### config.mk
export PLATFORM = sky130hd
export DESIGN_NAME = rx_gearbox
export DESIGN_NICKNAME = d
export VERILOG_FILES = /design/src/rtl/rx_gearbox_pkg.sv /design/src/rtl/rx_gearbox.sv
export SDC_FILE = /design/constraint.sdc
export NUM_CORES = 1
export LEC_CHECK = 0
export BUFFER_PORTS_ARGS = -buffer_cell sky130_fd_sc_hd__buf_4
export CAP_MARGIN = 10
export CORE_UTILIZATION = 50
export CTS_CLUSTER_SIZE = 30
export DETAILED_ROUTE_END_ITERATION = 7
export HOLD_SLACK_MARGIN = 0.06
export PLACE_DENSITY = 0.69
export SLEW_MARGIN = 20
export SYNTH_ARGS = -nofsm -noshare
export SYNTH_HDL_FRONTEND = slang
export SYNTH_SLANG_ARGS = --single-unit
### constraint.sdc
create_clock -name i_clk -period 9.2 [get_ports i_clk]
set_input_delay 1.38 -clock i_clk [delete_from_list [all_inputs] [get_ports i_clk]]
set_output_delay 1.38 -clock i_clk [all_outputs]
set_load 0.05 [all_outputs]
### src/rtl/rx_gearbox_pkg.sv
// Shared PCS constants and types for the receive-side 64b/66b gearbox.
package rx_gearbox_pkg;

  localparam int DATA_WIDTH   = 32;
  localparam int HEADER_WIDTH = 2;
  localparam int BUF_SIZE     = 66;
  localparam int BLOCK_BITS   = DATA_WIDTH + HEADER_WIDTH;
  localparam int CNT_W        = 7;

  localparam logic [HEADER_WIDTH-1:0] SYNC_DATA = 2'b01;
  localparam logic [HEADER_WIDTH-1:0] SYNC_CTRL = 2'b10;

  typedef enum logic {
    HALF_FIRST  = 1'b0,
    HALF_SECOND = 1'b1
  } half_e;

endpackage

### src/rtl/rx_gearbox.sv
// Receive 64b/66b gearbox: re-frames 32-bit line words into header + two 32-bit
// data halves per block, with a one-bit slip for the block-lock logic.
module rx_gearbox
  import rx_gearbox_pkg::*;
(
  input  logic                    i_clk,
  input  logic                    i_reset,
  input  logic [DATA_WIDTH-1:0]   i_data,
  input  logic                    i_data_valid,
  input  logic                    i_slip,
  output logic [DATA_WIDTH-1:0]   o_data,
  output logic [HEADER_WIDTH-1:0] o_header,
  output logic                    o_data_valid,
  output logic                    o_header_valid
);

  logic [BUF_SIZE-1:0]   buf_q;
  logic [BUF_SIZE-1:0]   buf_d;
  logic [BUF_SIZE-1:0]   bits;
  logic [BUF_SIZE-1:0]   shift_first;
  logic [BUF_SIZE-1:0]   shift_second;
  logic [CNT_W-1:0]      count_q;
  logic [CNT_W-1:0]      count_d;
  logic [CNT_W-1:0]      n_in;
  logic [CNT_W-1:0]      total;
  logic [DATA_WIDTH-1:0] word_in;
  logic                  emit_first;
  logic                  emit_second;
  half_e                 half_q;
  half_e                 half_d;

  // A slip drops the earliest bit of the word, so only 31 bits are appended.
  assign n_in    = !i_data_valid ? CNT_W'(0) : (i_slip ? CNT_W'(DATA_WIDTH - 1) : CNT_W'(DATA_WIDTH));
  assign word_in = i_slip ? {1'b0, i_data[DATA_WIDTH-1:1]} : i_data;
  assign total   = count_q + n_in;

  // bits = held bits with this cycle's word appended just above them.
  for (genvar i = 0; i < BUF_SIZE; i++) begin : g_append
    logic [CNT_W-1:0] rel;
    assign rel     = CNT_W'(i) - count_q;
    assign bits[i] = (CNT_W'(i) < count_q) ? buf_q[i]
                   : ((rel < n_in) ? word_in[rel[4:0]] : 1'b0);
  end

  for (genvar i = 0; i < BUF_SIZE; i++) begin : g_shift
    if (i + BLOCK_BITS < BUF_SIZE) begin : g_f
      assign shift_first[i] = bits[i+BLOCK_BITS];
    end else begin : g_fz
      assign shift_first[i] = 1'b0;
    end
    if (i + DATA_WIDTH < BUF_SIZE) begin : g_s
      assign shift_second[i] = bits[i+DATA_WIDTH];
    end else begin : g_sz
      assign shift_second[i] = 1'b0;
    end
  end

  always_comb begin
    buf_d       = bits;
    count_d     = total;
    half_d      = half_q;
    emit_first  = 1'b0;
    emit_second = 1'b0;
    case (half_q)
      HALF_FIRST: begin
        if (total >= CNT_W'(BLOCK_BITS)) begin
          emit_first = 1'b1;
          buf_d      = shift_first;
          count_d    = total - CNT_W'(BLOCK_BITS);
          half_d     = HALF_SECOND;
        end
      end
      HALF_SECOND: begin
        if (total >= CNT_W'(DATA_WIDTH)) begin
          emit_second = 1'b1;
          buf_d       = shift_second;
          count_d     = total - CNT_W'(DATA_WIDTH);
          half_d      = HALF_FIRST;
        end
      end
      default: half_d = HALF_FIRST;
    endcase
  end

  always_ff @(posedge i_clk or posedge i_reset) begin
    if (i_reset) begin
      buf_q   <= '0;
      count_q <= '0;
      half_q  <= HALF_FIRST;
    end else begin
      buf_q   <= buf_d;
      count_q <= count_d;
      half_q  <= half_d;
    end
  end

  // Outputs hold their last value when nothing is emitted.
  always_ff @(posedge i_clk or posedge i_reset) begin
    if (i_reset) begin
      o_data         <= '0;
      o_header       <= '0;
      o_data_valid   <= 1'b0;
      o_header_valid <= 1'b0;
    end else begin
      o_data_valid   <= emit_first | emit_second;
      o_header_valid <= emit_first;
      if (emit_first) begin
        o_header <= bits[HEADER_WIDTH-1:0];
        o_data   <= bits[BLOCK_BITS-1:HEADER_WIDTH];
      end else if (emit_second) begin
        o_data <= bits[DATA_WIDTH-1:0];
      end
    end
  end

  a_count_bound: assert property (@(posedge i_clk) disable iff (i_reset)
    count_q <= CNT_W'(BLOCK_BITS - 1));
  a_first_enough: assert property (@(posedge i_clk) disable iff (i_reset)
    emit_first |-> total >= CNT_W'(BLOCK_BITS));
  a_second_enough: assert property (@(posedge i_clk) disable iff (i_reset)
    emit_second |-> total >= CNT_W'(DATA_WIDTH));

endmodule

# == Word level (Yosys, flattened, before mapping) ==
# Index checks and enable logic that the tools add are counted.
# totals
output_inout_bits,36
wordCells,560
in_bits,36
regBits,110
# op_classes
n_reduce_logical,1
n_mux,281
order_cmp,200
add_sub_neg,69
n_bitwise,2
# ops
op,n
$lt A7 B6 Y1,66
$lt A5 B6 Y1 const B,66
$bmux W1 S5,66
$lt A6 B7 Y1 const A,32
$sub A6 B7 Y7 const A,32
$mux W1,203
$mux W66,2
$pmux W66 S2,1
$lt A5 B7 Y1 const A,16
$sub A5 B7 Y7 const A,16
$mux W32,3
$lt A4 B7 Y1 const A,8
$sub A4 B7 Y7 const A,8
$lt A3 B7 Y1 const A,4
$sub A3 B7 Y7 const A,4
$ge A7 B6 Y1 const B,2
$lt A1 B7 Y1 const A,2
$lt A2 B7 Y1 const A,2
$lt A7 B7 Y1 const A,2
$mux W7,2
$pmux W7 S2,1
$sub A1 B7 Y7 const A,2
$sub A2 B7 Y7 const A,2
$sub A7 B6 Y7 const B,2
7 further kinds,9

# == Logic depth before layout (Yosys ltp) ==
# depth
word_depth,8
ltp_mapped,20
mapped_depth_nobuf,16

# == Worst setup path before layout ==
# No wires, ideal clock.
# synth_path
path_kind,input to register
start,in i_slip
end,reg buf_q[5]
setup_time_ns,0.078
t_arrival_ns,5.879
t_required_ns,9.122
path_slack_ns,3.243
path_stages,16
n_path_buf,5
path_cell_list,buf_6 -> buf_12 -> buf_6 -> nand2b_1 -> ha_1 -> a31o_2 -> a31o_2 -> xnor2_1 -> inv_1 -> ha_1 -> o21ai_0 -> o211a_1 -> buf_2 -> buf_1 -> o2bb2ai_1 -> o21bai_1
# synth_via
elab_chain_cells,7
elab_cells_between_ends,24
cone_classes,add/sub (1); order compare (5); mux (18)
# synth_lines
element,line,rtl
"start, declared",rx_gearbox.sv:10,"input logic i_slip,"
"parallel branches: the longest is 6 deep, another holds $add A7 B6 Y7",n/a,
$pmux W66 S2 (*),rx_gearbox.sv:64,case (half_q)
named net buf_d[5],rx_gearbox.sv:18,logic [BUF_SIZE-1:0] buf_d;
"end signal, assigned",rx_gearbox.sv:91,buf_q <= buf_d;
"end, declared",rx_gearbox.sv:17,logic [BUF_SIZE-1:0] buf_q;
# Mark *: on every way through the listed nets, which the timed path passes. The select of a mux whose other input is x is not followed.
# A chain may end at the register's enable or synchronous reset.

# == Worst setup path in the final report ==
# layout_path
start,in i_slip
end,reg buf_q[7]
# The elaborated chain is that of the path after synthesis.

==> reports/metrics.cfg <==
[status]
outcome=finished with violations
failed_checks=design-rule violations

[synth]
number_of_storage_elements_in_the_synthesis_netlist=110
synth_area_per_cell_sq_um=8.815
synthMuxAreaShare=0.1678
synth_xor_area_frac=0.08331
synth_top_flop_cell=sky130_fd_sc_hd__dfrtp_1
synth_simple_gate_area_frac=0.1226
syn-instance-count=1535
synthesis.area_sq_um=13530
synth.lib_cells_used.distinct=91
synth-edff-count=0
synth_top_family_by_area=compound AO/OA/AOI/OAI gates
ys_warn_count=0
synth_compound_gate_area_share=0.2227
ys_seq_area_frac=0.2034
adder_cell_fraction_of_synth_area=0.1343
net_count_after_synthesis=1697
synth-async-reset-ratio=1.000

[timing]
report.final.slew_viol_count=0
finalHoldWorstSlack_ns=0.4813
fmax_mhz=157.2
headroom_to_the_max_slew_limit=0.2626
tns_ns=0
finalSetupViolCount=0
setup_skew_after_layout_ns=0.01252
min_period_ns=6.361
timing.final.hold_violations=0
worst-slew-pin-transition_ns=1.097
rsz0062_at_grt=false
layout_worst_path_cycle_share=0.6914

[global_routing]
via_count_of_the_first_global_routing_pass=12290
globalRouteOverflowTotal=0
globalRouteTotalUtil=0.3249
grt_antenna_before_repair=0
largest_net_degree_at_the_start_of_global_routing=72
grt_first_pass_wirelength_mm=71.09

[detailed_routing]
dr_total_vias=12600
wl_met1_mm=18.07
firstDrtPassIters=7
route.antenna.remaining_nets=0
top_layer=met4
met2RoutedLength_mm=20.85
wire_per_inst_um=24.01
drt-initial-drc-count=1280
drc=2
routed-wl-met3_mm=3.537
vias_per_cell=6.738
finalWirelength_mm=44.90

[final_layout]
drive_above_1_share=0.1388
finalNetCount=1693
area.growth.synth_to_final_pct=6.861
diodes=0
fill_cells=2402
finalCoreUtilization=0.5502
stdcell_area_sq_um=14460

[setup_path]
timing.critical_path.buf_inv=6
worst_path_largest_cell_delay_ns=0.63
worst_setup_path_start_kind=input port
critPathTopFamily=buffers and inverters
worst-endpoint-arrival_ns=6.61
reg2reg_to=buf_q[2]
crit_slowest_cell=sky130_fd_sc_hd__and2_2
critical_path_peak_fanout=47
worstReg2RegStart=count_q[0]
setup.worst_path.class=input port to register
timing.reg2reg.setup_slack_ns=4.21
crit_path_cell_trace=buf_4, and2_2, inv_2, ha_1, ha_1, nand3_1, o31ai_1, a31o_2, xnor2_1, inv_1, ha_1, inv_1, nand2_1, o211a_1, inv_1, buf_4, nor2_1, a211o_1
r2r_cells=14
required_ns=9.45
critPathCaptureType=register

[die]
chip_width_um=166.5
std_cell_rows=59
core_region_area_sq_um=26280
ios=72
start_util=0.5149
fp.dieArea_sq_um=27730
chipHeight_um=166.5

[place]
detailed_place_hpwl_mm=32.05
gpl.final_weighted_congestion=0.9426
detailed_place.area_sq_um=14150
io_buffers=71

[clocking]
postCtsResizedCells=0
clock_tree_from_tritoncts=done
clkSlewWorstSetupHoldPaths_ns=0.08
clock_tree.buffer_depth=2
cts.htree.levels=3
clock_insertion_delay_worst_skew_ns=0.36
cts_hold_repair.buffers=0
cts_buffers=9
cts_setup_buffers=0
cts_sinks=110
root_buffer=sky130_fd_sc_hd__clkbuf_16

[worst_hold_path]
worstHoldEndpoint=o_data[16]
worstHoldStart=o_data[16]
hold_class=register to register
hold_path_depth=2

[job]
timing.max_cap.violations=0

[routing by layer]
metal  vias up  track usage
li1       5643            -
met1      6173       0.4205
met2       650       0.5292
met3       134      0.04325
met4         0       0.1715
met5         -            0
[cells in the final DEF, fill, tap and decap left out, types with 25 or more instances in the layout]
cell / Yosys / routed
sky130_fd_sc_hd__nand2_1: 153 / 153
sky130_fd_sc_hd__ha_1: 126 / 126
sky130_fd_sc_hd__xnor2_1: 119 / 119
sky130_fd_sc_hd__dfrtp_1: 110 / 109
sky130_fd_sc_hd__buf_4: 0 / 93
sky130_fd_sc_hd__o21ai_0: 87 / 87
sky130_fd_sc_hd__inv_1: 87 / 86
sky130_fd_sc_hd__nor2_1: 81 / 81
sky130_fd_sc_hd__a21oi_1: 78 / 78
sky130_fd_sc_hd__mux2i_1: 65 / 65
sky130_fd_sc_hd__mux4_2: 38 / 38
sky130_fd_sc_hd__a22oi_1: 32 / 32
sky130_fd_sc_hd__mux2_2: 27 / 27
sky130_fd_sc_hd__a21o_1: 25 / 25
[cell usage after synthesis, types with 8 or more instances]
| cell | n | share of area |
|---|---|---|
| sky130_fd_sc_hd__a2111o_1 | 10 | 0.0083 |
| sky130_fd_sc_hd__a2111oi_0 | 14 | 0.0091 |
| sky130_fd_sc_hd__a211oi_1 | 12 | 0.0067 |
| sky130_fd_sc_hd__a21o_1 | 25 | 0.014 |
| sky130_fd_sc_hd__a21oi_1 | 78 | 0.029 |
| sky130_fd_sc_hd__a221o_1 | 13 | 0.0096 |
| sky130_fd_sc_hd__a22oi_1 | 32 | 0.018 |
| sky130_fd_sc_hd__a31oi_1 | 12 | 0.0055 |
| sky130_fd_sc_hd__and2_1 | 24 | 0.011 |
| sky130_fd_sc_hd__buf_1 | 15 | 0.0042 |
| sky130_fd_sc_hd__buf_2 | 17 | 0.0063 |
| sky130_fd_sc_hd__clkbuf_1 | 70 | 0.019 |
| sky130_fd_sc_hd__dfrtp_1 | 110 | 0.20 |
| sky130_fd_sc_hd__ha_1 | 126 | 0.12 |
| sky130_fd_sc_hd__inv_1 | 87 | 0.024 |
| sky130_fd_sc_hd__inv_2 | 8 | 0.0022 |
| sky130_fd_sc_hd__maj3_1 | 24 | 0.018 |
| sky130_fd_sc_hd__mux2_2 | 27 | 0.022 |
| sky130_fd_sc_hd__mux2i_1 | 65 | 0.048 |
| sky130_fd_sc_hd__mux4_1 | 16 | 0.031 |
| sky130_fd_sc_hd__mux4_2 | 38 | 0.063 |
| sky130_fd_sc_hd__nand2_1 | 153 | 0.042 |
| sky130_fd_sc_hd__nand2b_1 | 11 | 0.0051 |
| sky130_fd_sc_hd__nand3_1 | 17 | 0.0063 |
| sky130_fd_sc_hd__nor2_1 | 81 | 0.022 |
| sky130_fd_sc_hd__nor2b_1 | 14 | 0.0065 |
| sky130_fd_sc_hd__nor3_1 | 20 | 0.0074 |
| sky130_fd_sc_hd__o211ai_1 | 14 | 0.0078 |
| sky130_fd_sc_hd__o21ai_0 | 87 | 0.032 |
| sky130_fd_sc_hd__o21ai_1 | 20 | 0.0074 |
| sky130_fd_sc_hd__o21bai_1 | 11 | 0.0061 |
| sky130_fd_sc_hd__o221ai_1 | 14 | 0.0091 |
| sky130_fd_sc_hd__o22ai_1 | 17 | 0.0079 |
| sky130_fd_sc_hd__o31ai_1 | 10 | 0.0055 |
| sky130_fd_sc_hd__xnor2_1 | 119 | 0.077 |
[area by class of cell]
class	instances	area, sq um	share of cell area
Sequential cell	110	2754	0.1904
Inverter	97	392.9	0.02717
Timing Repair Buffer	93	698.2	0.04828
Clock buffer	11	232.7	0.01609
Multi-Input combinational cell	1220	9889	0.6839
Tap cell	335	419.2	0.02899
Clock inverter	4	73.82	0.005105
[worst max-delay path by stage]
| stage | from | to | slack [ns] | cells after the start |
|---|---|---|---|---|
| global route | i_slip | buf_q[7] | 2.49 | 18 |
| CTS | i_slip | buf_q[7] | 2.97 | 18 |
| global placement | i_slip | buf_q[7] | 2.76 | 18 |
| floorplan | i_slip | buf_q[5] | 3.24 | 16 |
| detailed placement | i_slip | buf_q[7] | 2.61 | 18 |
| finish | i_slip | buf_q[7] | 2.84 | 18 |
[logic make-up after synthesis]
| kind of cell | count (synthesis) |
|---|---|
| AOI/OAI and AO/OA | 434 |
| buffers and inverters | 205 |
| and+or+nand+nor | 360 |
| adders and majority gates | 150 |
| xor gates and xnor gates | 127 |
| muxes | 149 |
| DFF | 110 |
[worst register-to-register path, stage by stage, from the launching register on]
cell and delay [ns]:
sky130_fd_sc_hd__dfrtp_1 0.33, sky130_fd_sc_hd__buf_4 0.46, sky130_fd_sc_hd__inv_2 0.46, sky130_fd_sc_hd__ha_1 0.51
sky130_fd_sc_hd__xnor2_1 0.44, sky130_fd_sc_hd__buf_4 0.28, sky130_fd_sc_hd__bufinv_16 0.21, sky130_fd_sc_hd__ha_1 0.20
sky130_fd_sc_hd__a211oi_1 0.30, sky130_fd_sc_hd__o21bai_1 0.18, sky130_fd_sc_hd__maj3_1 0.42, sky130_fd_sc_hd__a2111oi_2 0.60
sky130_fd_sc_hd__mux2i_1 0.25, sky130_fd_sc_hd__o22ai_1 0.21, sky130_fd_sc_hd__a21o_1 0.10
[sequential cells by signal, summed over array words and instances (netlist names)]
register,count
o_header,2
o_header_valid,1
count_q,7
o_data,32
half_q,1
buf_q,66
o_data_valid,1
[metrics by stage]
step / setup slack [ns] / instances
after global routing: 2.489 / 1870
after CTS: 2.971 / 1870
after detailed placement: 2.609 / 1855
after floorplan: 3.243 / 1535
after global placement: 2.764 / 1855
final: 2.839 / 1870
Power is not shown: default switching activity piles up to over one toggle a cycle in this logic, so the estimate is an artifact.
